<file path="config.mk">
export PLATFORM = sky130hd
export DESIGN_NAME = pe_pragmatic_accum_flat
export DESIGN_NICKNAME = d
export VERILOG_FILES = /design/src/rtl/pe_pragmatic_accum_if.sv /design/src/rtl/pe_pragmatic_accum.sv /design/src/flat_wrapper.sv
export SDC_FILE = /design/constraint.sdc
export NUM_CORES = 2
export LEC_CHECK = 0
export CORE_UTILIZATION = 56
export CTS_CLUSTER_DIAMETER = 30
export DETAILED_ROUTE_END_ITERATION = 10
export PLACE_DENSITY = 0.88
export SYNTH_ARGS = -nofsm -noshare
export SYNTH_HDL_FRONTEND = slang
export SYNTH_SLANG_ARGS = --single-unit
</file>
<file path="constraint.sdc">
create_clock -name clk -period 10.05 [get_ports clk]
set_input_delay 2.01 -clock clk [delete_from_list [all_inputs] [get_ports clk]]
set_output_delay 2.01 -clock clk [all_outputs]
set_load 0.02 [all_outputs]
</file>
<file path="src/rtl/pe_pragmatic_accum_if.sv">
// Result handshake bundle between the pragmatic accumulator and its consumer.
interface pe_pragmatic_accum_if #(
   parameter int unsigned ACC_WIDTH = 24
) ();
   logic [ACC_WIDTH-1:0] result;
   logic                 result_valid;
   logic                 out_ready;

   modport master (output result, output result_valid, input out_ready);
   modport slave  (input result, input result_valid, output out_ready);
endinterface

</file>
<file path="src/rtl/pe_pragmatic_accum.sv">
// Pragmatic PE back end: shifts latched activations by scheduler one-offsets,
// applies weight signs, reduces all lanes and accumulates a dot product.
module pe_pragmatic_accum #(
   parameter int unsigned DATA_WIDTH = 8,
   parameter int unsigned VEC_LENGTH = 16,
   parameter int unsigned ACC_WIDTH  = 24
) (
   input  logic                                 clk,
   input  logic                                 reset,
   input  logic                                 start,
   input  logic                                 acc_keep,
   input  logic [VEC_LENGTH-1:0][DATA_WIDTH-1:0] act,
   input  logic [VEC_LENGTH-1:0]                w_sign,
   input  logic [VEC_LENGTH-1:0][2:0]           oneffset,
   input  logic [VEC_LENGTH-1:0]                val_oneffset,
   output logic                                 en_comp,
   output logic                                 busy,
   pe_pragmatic_accum_if.master                 res
);

   localparam int unsigned CNT_W     = $clog2(DATA_WIDTH);
   localparam int unsigned LAST_TERM = DATA_WIDTH - 2;

   typedef enum logic [1:0] {IDLE, RUN, DONE} state_t;

   state_t                                state;
   logic [VEC_LENGTH-1:0][DATA_WIDTH-1:0] act_q;
   logic [VEC_LENGTH-1:0]                 sign_q;
   logic signed [ACC_WIDTH-1:0]           acc;
   logic [CNT_W-1:0]                      term_cnt;
   logic                                  primed;
   logic                                  result_valid_q;

   logic signed [ACC_WIDTH-1:0]           term [VEC_LENGTH];
   logic signed [ACC_WIDTH-1:0]           lane_sum;

   // Per-lane signed shifted terms, reduced across all lanes in one cycle.
   always_comb begin
      lane_sum = '0;
      for (int j = 0; j < VEC_LENGTH; j++) begin
         term[j] = ACC_WIDTH'($signed(act_q[j])) <<< oneffset[j];
         if (sign_q[j])
            term[j] = -term[j];
         if (!val_oneffset[j])
            term[j] = '0;
         lane_sum = lane_sum + term[j];
      end
   end

   // Control FSM; the first RUN cycle only primes the scheduler pipeline.
   always_ff @(posedge clk) begin
      if (!reset) begin
         state          <= IDLE;
         en_comp        <= 1'b0;
         busy           <= 1'b0;
         result_valid_q <= 1'b0;
         acc            <= '0;
         act_q          <= '0;
         sign_q         <= '0;
         term_cnt       <= '0;
         primed         <= 1'b0;
      end else begin
         case (state)
            IDLE: begin
               result_valid_q <= 1'b0;
               if (start) begin
                  act_q    <= act;
                  sign_q   <= w_sign;
                  if (!acc_keep)
                     acc <= '0;
                  term_cnt <= '0;
                  primed   <= 1'b0;
                  en_comp  <= 1'b1;
                  busy     <= 1'b1;
                  state    <= RUN;
               end
            end
            RUN: begin
               if (!primed) begin
                  primed <= 1'b1;
               end else if (|val_oneffset) begin
                  acc      <= acc + lane_sum;
                  term_cnt <= term_cnt + CNT_W'(1);
                  // A sign-magnitude weight has at most DATA_WIDTH-1 one-bits.
                  if (term_cnt == CNT_W'(LAST_TERM)) begin
                     en_comp <= 1'b0;
                     state   <= DONE;
                  end
               end else begin
                  en_comp <= 1'b0;
                  state   <= DONE;
               end
            end
            DONE: begin
               if (!result_valid_q) begin
                  result_valid_q <= 1'b1;
               end else if (res.out_ready) begin
                  result_valid_q <= 1'b0;
                  busy           <= 1'b0;
                  state          <= IDLE;
               end
            end
            default: begin
               en_comp        <= 1'b0;
               busy           <= 1'b0;
               result_valid_q <= 1'b0;
               state          <= IDLE;
            end
         endcase
      end
   end

   assign res.result       = acc;
   assign res.result_valid = result_valid_q;

endmodule

</file>
<file path="src/flat_wrapper.sv">
// flat-port wrapper written by rule: the top's interface ports become plain ports
module pe_pragmatic_accum_flat 
#(
   parameter int unsigned DATA_WIDTH = 8,
   parameter int unsigned VEC_LENGTH = 16,
   parameter int unsigned ACC_WIDTH  = 24
)
  (clk, reset, start, acc_keep, act, w_sign, oneffset, val_oneffset, en_comp, busy, res_result, res_result_valid, res_out_ready);
  pe_pragmatic_accum_if #(.ACC_WIDTH(ACC_WIDTH)) res_i ();
  input  logic clk;
  input  logic reset;
  input  logic start;
  input  logic acc_keep;
  input  logic [VEC_LENGTH-1:0][DATA_WIDTH-1:0] act;
  input  logic [VEC_LENGTH-1:0] w_sign;
  input  logic [VEC_LENGTH-1:0][2:0] oneffset;
  input  logic [VEC_LENGTH-1:0] val_oneffset;
  output logic en_comp;
  output logic busy;
  output wire logic [$bits(res_i.result)-1:0] res_result;
  output wire logic [$bits(res_i.result_valid)-1:0] res_result_valid;
  input wire logic [$bits(res_i.out_ready)-1:0] res_out_ready;
  assign res_result = res_i.result;
  assign res_result_valid = res_i.result_valid;
  assign res_i.out_ready = res_out_ready;
  pe_pragmatic_accum #(.DATA_WIDTH(DATA_WIDTH), .VEC_LENGTH(VEC_LENGTH), .ACC_WIDTH(ACC_WIDTH)) u_core (.clk(clk), .reset(reset), .start(start), .acc_keep(acc_keep), .act(act), .w_sign(w_sign), .oneffset(oneffset), .val_oneffset(val_oneffset), .en_comp(en_comp), .busy(busy), .res(res_i));
endmodule
</file>
* Word level (Yosys, flattened, before mapping)
Index checks and enable logic that the tools add are counted.
Widths: inputs -> output; s select.
** Word-level totals
- Register bits :: 177
- Bits in latches :: 0
- RAM bits :: 0
- Memory bits (read-only) :: 0
- Bits of input ports :: 213
- Output and inout bits :: 27
- Logic and storage cells :: 156
- Memories kept :: 0
** Cells by class
- Add/sub/neg operators :: 33
- Multipliers :: 0
- Div/mod/pow operators :: 0
- Order comparisons :: 0
- Eq/ne operators :: 10
- Shift-type cells :: 16
- Muxes and demuxes :: 61
- Bitwise gates (word level) :: 2
- Reduce and logical (&&, ||, !) cells :: 10
** Operators with widths (number)
- $mux 24 :: 36
- $add 24x24->24 :: 16
- $neg 24->24 :: 16
- $sshl 8x3->24 :: 16
- $pmux 24 s2 :: 1
- $reduce_or 16->1 :: 1
- $mux 2 :: 6
- $reduce_and 4->1 :: 3
- $reduce_and 5->1 :: 2
- $mux 1 :: 9
- $mux 3 :: 3
- $ne 2x1->1 const B :: 3
- $ne 2x2->1 const B :: 3
- $pmux 1 s3 :: 2
- $pmux 2 s3 :: 1
- $pmux 3 s2 :: 1
- $pmux 1 s2 :: 2
- $reduce_and 2->1 :: 2
- $add 3x1->3 const B :: 1
- $eq 3x3->1 const B :: 1
- $ne 3x3->1 const B :: 1
- $eq 2x1->1 const B :: 1
- $eq 2x2->1 const B :: 1
- $logic_not 2->1 :: 1
- 2 further kinds :: 3

* Logic depth before layout (Yosys ltp)
- Depth in word-level cells :: 23
- Gate-level depth with buffers :: 36
- Mapped depth without buffers :: 34

* Worst setup path before layout
No wires, ideal clock.
- Path type :: input port to flip-flop
- From :: input port oneffset[10] (netlist bit)
- To :: register u_core.acc[22], in the netlist u_core.res.result[22]
- Library setup time :: 0.119 ns
- Arrival :: 9.783 ns
- Required time :: 9.931 ns
- Slack :: 0.149 ns
- Stages on the path :: 33
- Path buffers :: 3
- Cells stage by stage :: clkbuf_1 > buf_2 > mux2i_1 > mux2i_1 > a211oi_1 > a32oi_1 > or2_1 > clkbuf_1 > or3_1 > o41ai_1 > xor2_1 > nand2_1 > fa_1 > fa_1 > fa_1 > inv_1 > fa_1 > fa_1 > inv_1 > fa_1 > inv_1 > ha_1 > a211o_1 > a31oi_1 > nor2_1 > a21oi_1 > o31ai_1 > a21oi_1 > o21ai_0 > o41ai_1 > xnor2_1 > a22oi_1 > nor2b_1
** On the way
- Word-level cells in the longest chain between the ends :: 21
** Ends and longest elaborated chain
- start, declared :: RTL line flat_wrapper.sv:16 : input logic [VEC_LENGTH-1:0][2:0] oneffset;
- $sshl 8x3->24 * :: RTL line pe_pragmatic_accum.sv:41 : term[j] = ACC_WIDTH'($signed(act_q[j])) <<< oneffset[j];
- $neg 24->24 :: RTL line pe_pragmatic_accum.sv:43 : term[j] = -term[j];
- $mux 24 * :: RTL line pe_pragmatic_accum.sv:42 : if (sign_q[j])
- $mux 24 * :: RTL line pe_pragmatic_accum.sv:44 : if (!val_oneffset[j])
- $add 24x24->24 * (13 in a row) :: RTL line pe_pragmatic_accum.sv:46 : lane_sum = lane_sum + term[j];
- $add 24x24->24 * :: RTL line pe_pragmatic_accum.sv:82 : acc <= acc + lane_sum;
- $mux 24 * :: RTL line pe_pragmatic_accum.sv:81 : end else if (|val_oneffset) begin
- $mux 24 * :: RTL line pe_pragmatic_accum.sv:79 : if (!primed) begin
- $pmux 24 s2 * :: RTL line pe_pragmatic_accum.sv:63 : case (state)
- end signal, assigned :: RTL line pe_pragmatic_accum.sv:82
- end, declared :: RTL line pe_pragmatic_accum.sv:29 : logic signed [ACC_WIDTH-1:0] acc;
Every way passes the cells marked *; elsewhere a longest branch is shown, timed or not. The select of a mux whose other input is x is not followed.
A chain may end at the register's enable or synchronous reset.

* Worst setup path in the final report
- From :: input port oneffset[42] (netlist bit)
- To :: register u_core.acc[22], in the netlist u_core.res.result[22]
** On the way
- Word-level cells in the longest chain between the ends :: 10
** Ends and longest elaborated chain (RTL line)
- $sshl 8x3->24 * :: pe_pragmatic_accum.sv:41
- $neg 24->24 :: pe_pragmatic_accum.sv:43
- $mux 24 * :: pe_pragmatic_accum.sv:42
- $mux 24 * :: pe_pragmatic_accum.sv:44
- $add 24x24->24 * (2 in a row) :: pe_pragmatic_accum.sv:46
- $add 24x24->24 * :: pe_pragmatic_accum.sv:82
- $mux 24 * :: pe_pragmatic_accum.sv:81
- $mux 24 * :: pe_pragmatic_accum.sv:79
- $pmux 24 s2 * :: pe_pragmatic_accum.sv:63
Marked as above.

==> results.txt <==
Area growth from synthesis to layout -> 20.7%
Final Util -> 68.8%
Yosys reg bits -> 177
Main combinational cell family by area after synthesis -> adder cells
Synth warn -> 0
Clock latency on the worst-skew pair -> 530 ps
Critical path required time -> 10,510 ps
Die area -> 54,700 um2
Drt first pass iters -> 11
Clk root buf -> clkbuf_16
Post-synth EDFFs -> 0
DRT Wirelength -> 95,400 um
Area leader, netlist -> fa_1
DRT iter0 DRCs -> 2,675
Mux cell area share after synthesis -> 8.89%
Clock-pin transition on the worst setup and hold timing paths -> 80 ps
Worst-Margin Slew -> 1280 ps
FP Rows -> 84
First-pass GRT wire length -> 151,000 um
Maxcap violations -> 0
Final setup violation count -> 0
Initial Util -> 57.0%
Fill cell count -> 4,140
Average wire per standard cell -> 18.8 um
Cell Area, Placed -> 35,600 um2
Routability Congestion -> 1.04
Share of cells above drive strength 1 -> 14.1%
Net count, final -> 4,957
Fin area -> 36,400 um2
Static leakage -> 15.9 nW
Max Fclk -> 102 MHz
Compound-Gate Fraction of Synth Area -> 19.4%
WS Path Type -> in2reg
Main area contributors after synthesis -> fa_1 22%, dfxtp_1 12%, nand2_1 8.6%
Crit path max fanout -> 9
Initial antenna violation count -> 3
CP arrival -> 10,290 ps
Crit start category -> primary input
Most frequent cells in the layout -> 687 x nand2_1, 474 x inv_1, 416 x buf_4
CTS tree -> done
Via count -> 29,500
Tot GR Track Use -> 35.5%
Syn Area/Cell -> 7.67 um2
Area share of the largest cell type after synthesis -> 22.1%
Commonest non-fill, non-tap cell in the layout -> nand2_1
Cell area power density -> 227 nW/um2
Fin crit share -> 97.9%
Share of synthesized cell area in full adder, half adder and majority cells -> 24.1%
Post-synthesis sequential area ratio -> 11.8%
Die Span X -> 234 um
Vias in the first global route -> 28,600
Syn Inst Count -> 3,931
HP Class -> reg2reg
IO Pins -> 240
Congestion Overflow GR -> 0
I/O Buffers -> 239
Net count after synthesis -> 4,525
Clock Skew -> 25.7 ps
VDD IR-drop max -> 0.364 mV
Deepest clock path buffer count -> 2
Distinct cell type count after synthesis -> 86
Max_slew headroom -> 14.9%
Simple-gate share of the synthesized area -> 19.7%
CTS Buf Count -> 17
Clock tree sinks -> 177
DR vias/cell -> 5.82
Ys flop type -> dfxtp_1
Tmin final -> 9830 ps
DRC viols -> 9
Post-Syn Area -> 30,100 um2
Dpl hpwl -> 76,500 um
Ys async rst share -> 0%
Top cell by count, worst path -> fa_1
Failing checks -> DRC
Critical-path top delay cell -> or4_1
XOR/XNOR Fraction of Synth Area -> 6.93%
Status -> finished, violations left
Final slew viol count -> 0
Die H -> 234 um
Pin count of the biggest net entering global routing -> 105
Fin. Hold Viols -> 0
CP max stage delay -> 600 ps
Core area -> 52,900 um2
Setup crit end kind -> flop
Antenna Nets Post-Route -> 0
CTS H-Tree Depth -> 4
## final timing paths
path,from,endpoint,slack [ps],cells after the start
worst min-delay path,u_core.state[1],u_core.state[0],500,1
worst max register to register,u_core.act_q[89],u_core.res.result[22],1640,31
worst max-delay path,oneffset[42],u_core.res.result[22],220,32
worst min register to register,u_core.state[1],u_core.state[0],500,1
## sequential cells by signal, indices dropped and copies added, names as in the netlist
name,flops
u_core.act_q,128
u_core.res.result,24
u_core.sign_q,16
u_core.term_cnt,3
u_core.state,2
u_core.busy,1
u_core.en_comp,1
u_core.primed,1
u_core.res.result_valid,1
## kinds of logic (layout without fill, tap and decap cells)
logic type | after synthesis | count (layout)
other | 0 | 1
XOR/XNOR | 233 | 233
multiplexers | 199 | 199
AO/OA/AOI/OAI | 907 | 907
adder cells (fa/ha/maj) | 381 | 381
AND/OR/NAND/NOR | 1307 | 1307
flip-flops | 177 | 177
buffers and inverters | 727 | 1171
## Yosys cell counts (24+ instances only)
cell type / count
dfxtp_1: 177
xor2_1: 78
mux2i_1: 105
nor2_1: 189
a22oi_1: 24
inv_1: 474
nor3_1: 36
fa_1: 333
nand2_1: 688
a21boi_0: 158
and2_1: 53
a21oi_1: 184
nand2b_1: 58
o21ai_0: 261
xnor2_1: 151
o31ai_1: 25
nor2b_1: 100
nand3_1: 42
a31oi_1: 34
or3_1: 29
mux4_2: 49
ha_1: 48
mux2_2: 41
and3_1: 29
clkbuf_1: 203
## report_power, final
part	total, mW	internal [mW]	switching, mW
clock network	0.705	0.348	0.357
registers	0.881	0.760	0.121
logic	6.66	3.04	3.62
total	8.25	4.15	4.10
## cell type report
cell class	instances	area (um2)	area share, %
clock buffer	17	425	1.17
clock inverter	14	143	0.392
sequential	177	3540	9.74
multi-input combinational	3027	24000	66.0
inverter	481	1810	4.96
tap	688	861	2.37
antenna	1	2.50	0.00688
timing repair buffer	659	5600	15.4
## what timing repair did
item / CTS / global route
resized for setup: 2 / 74
pin swaps: 0 / 22
hold buffers: 0 / 0
setup endpoints to repair: 2 / 9
buffers inserted: 0 / 2
## metal layers
metal  vias up  GRT usage, %  wire (um)
li1      13900             -          -
met3       293          8.05       8630
met1     13900          45.9      38400
met4         4          17.7       5020
met5         -             0         19
met2      1385          55.7      43300
## metrics by stage
| step | power [mW] | std cells | TNS, ps | setup slack [ps] | hold WS [ps] |
|---|---|---|---|---|---|
| after floorplan | 4.97 | 3931 | 0 | 149 | 452 |
| after global placement | 6.99 | 5030 | -2510 | -532 | 478 |
| after detailed placement | 7.19 | 5030 | -3690 | -682 | 483 |
| after CTS | 8.03 | 5061 | 0 | 54.5 | 494 |
| after global routing | 8.96 | 5064 | -80.1 | -72.2 | 534 |
| final | 8.25 | 5064 | 0 | 216 | 501 |
## worst max-delay path: cells and delay by family
kind / cells / cell delay, ps
adders and majority gates: 7 / 3590
AOI/OAI and AO/OA: 11 / 1820
buffers and inverters: 7 / 1230
and+or+nand+nor: 4 / 920
muxes: 2 / 540
xor gates and xnor gates: 1 / 160
(Power assumes the default switching activity.)
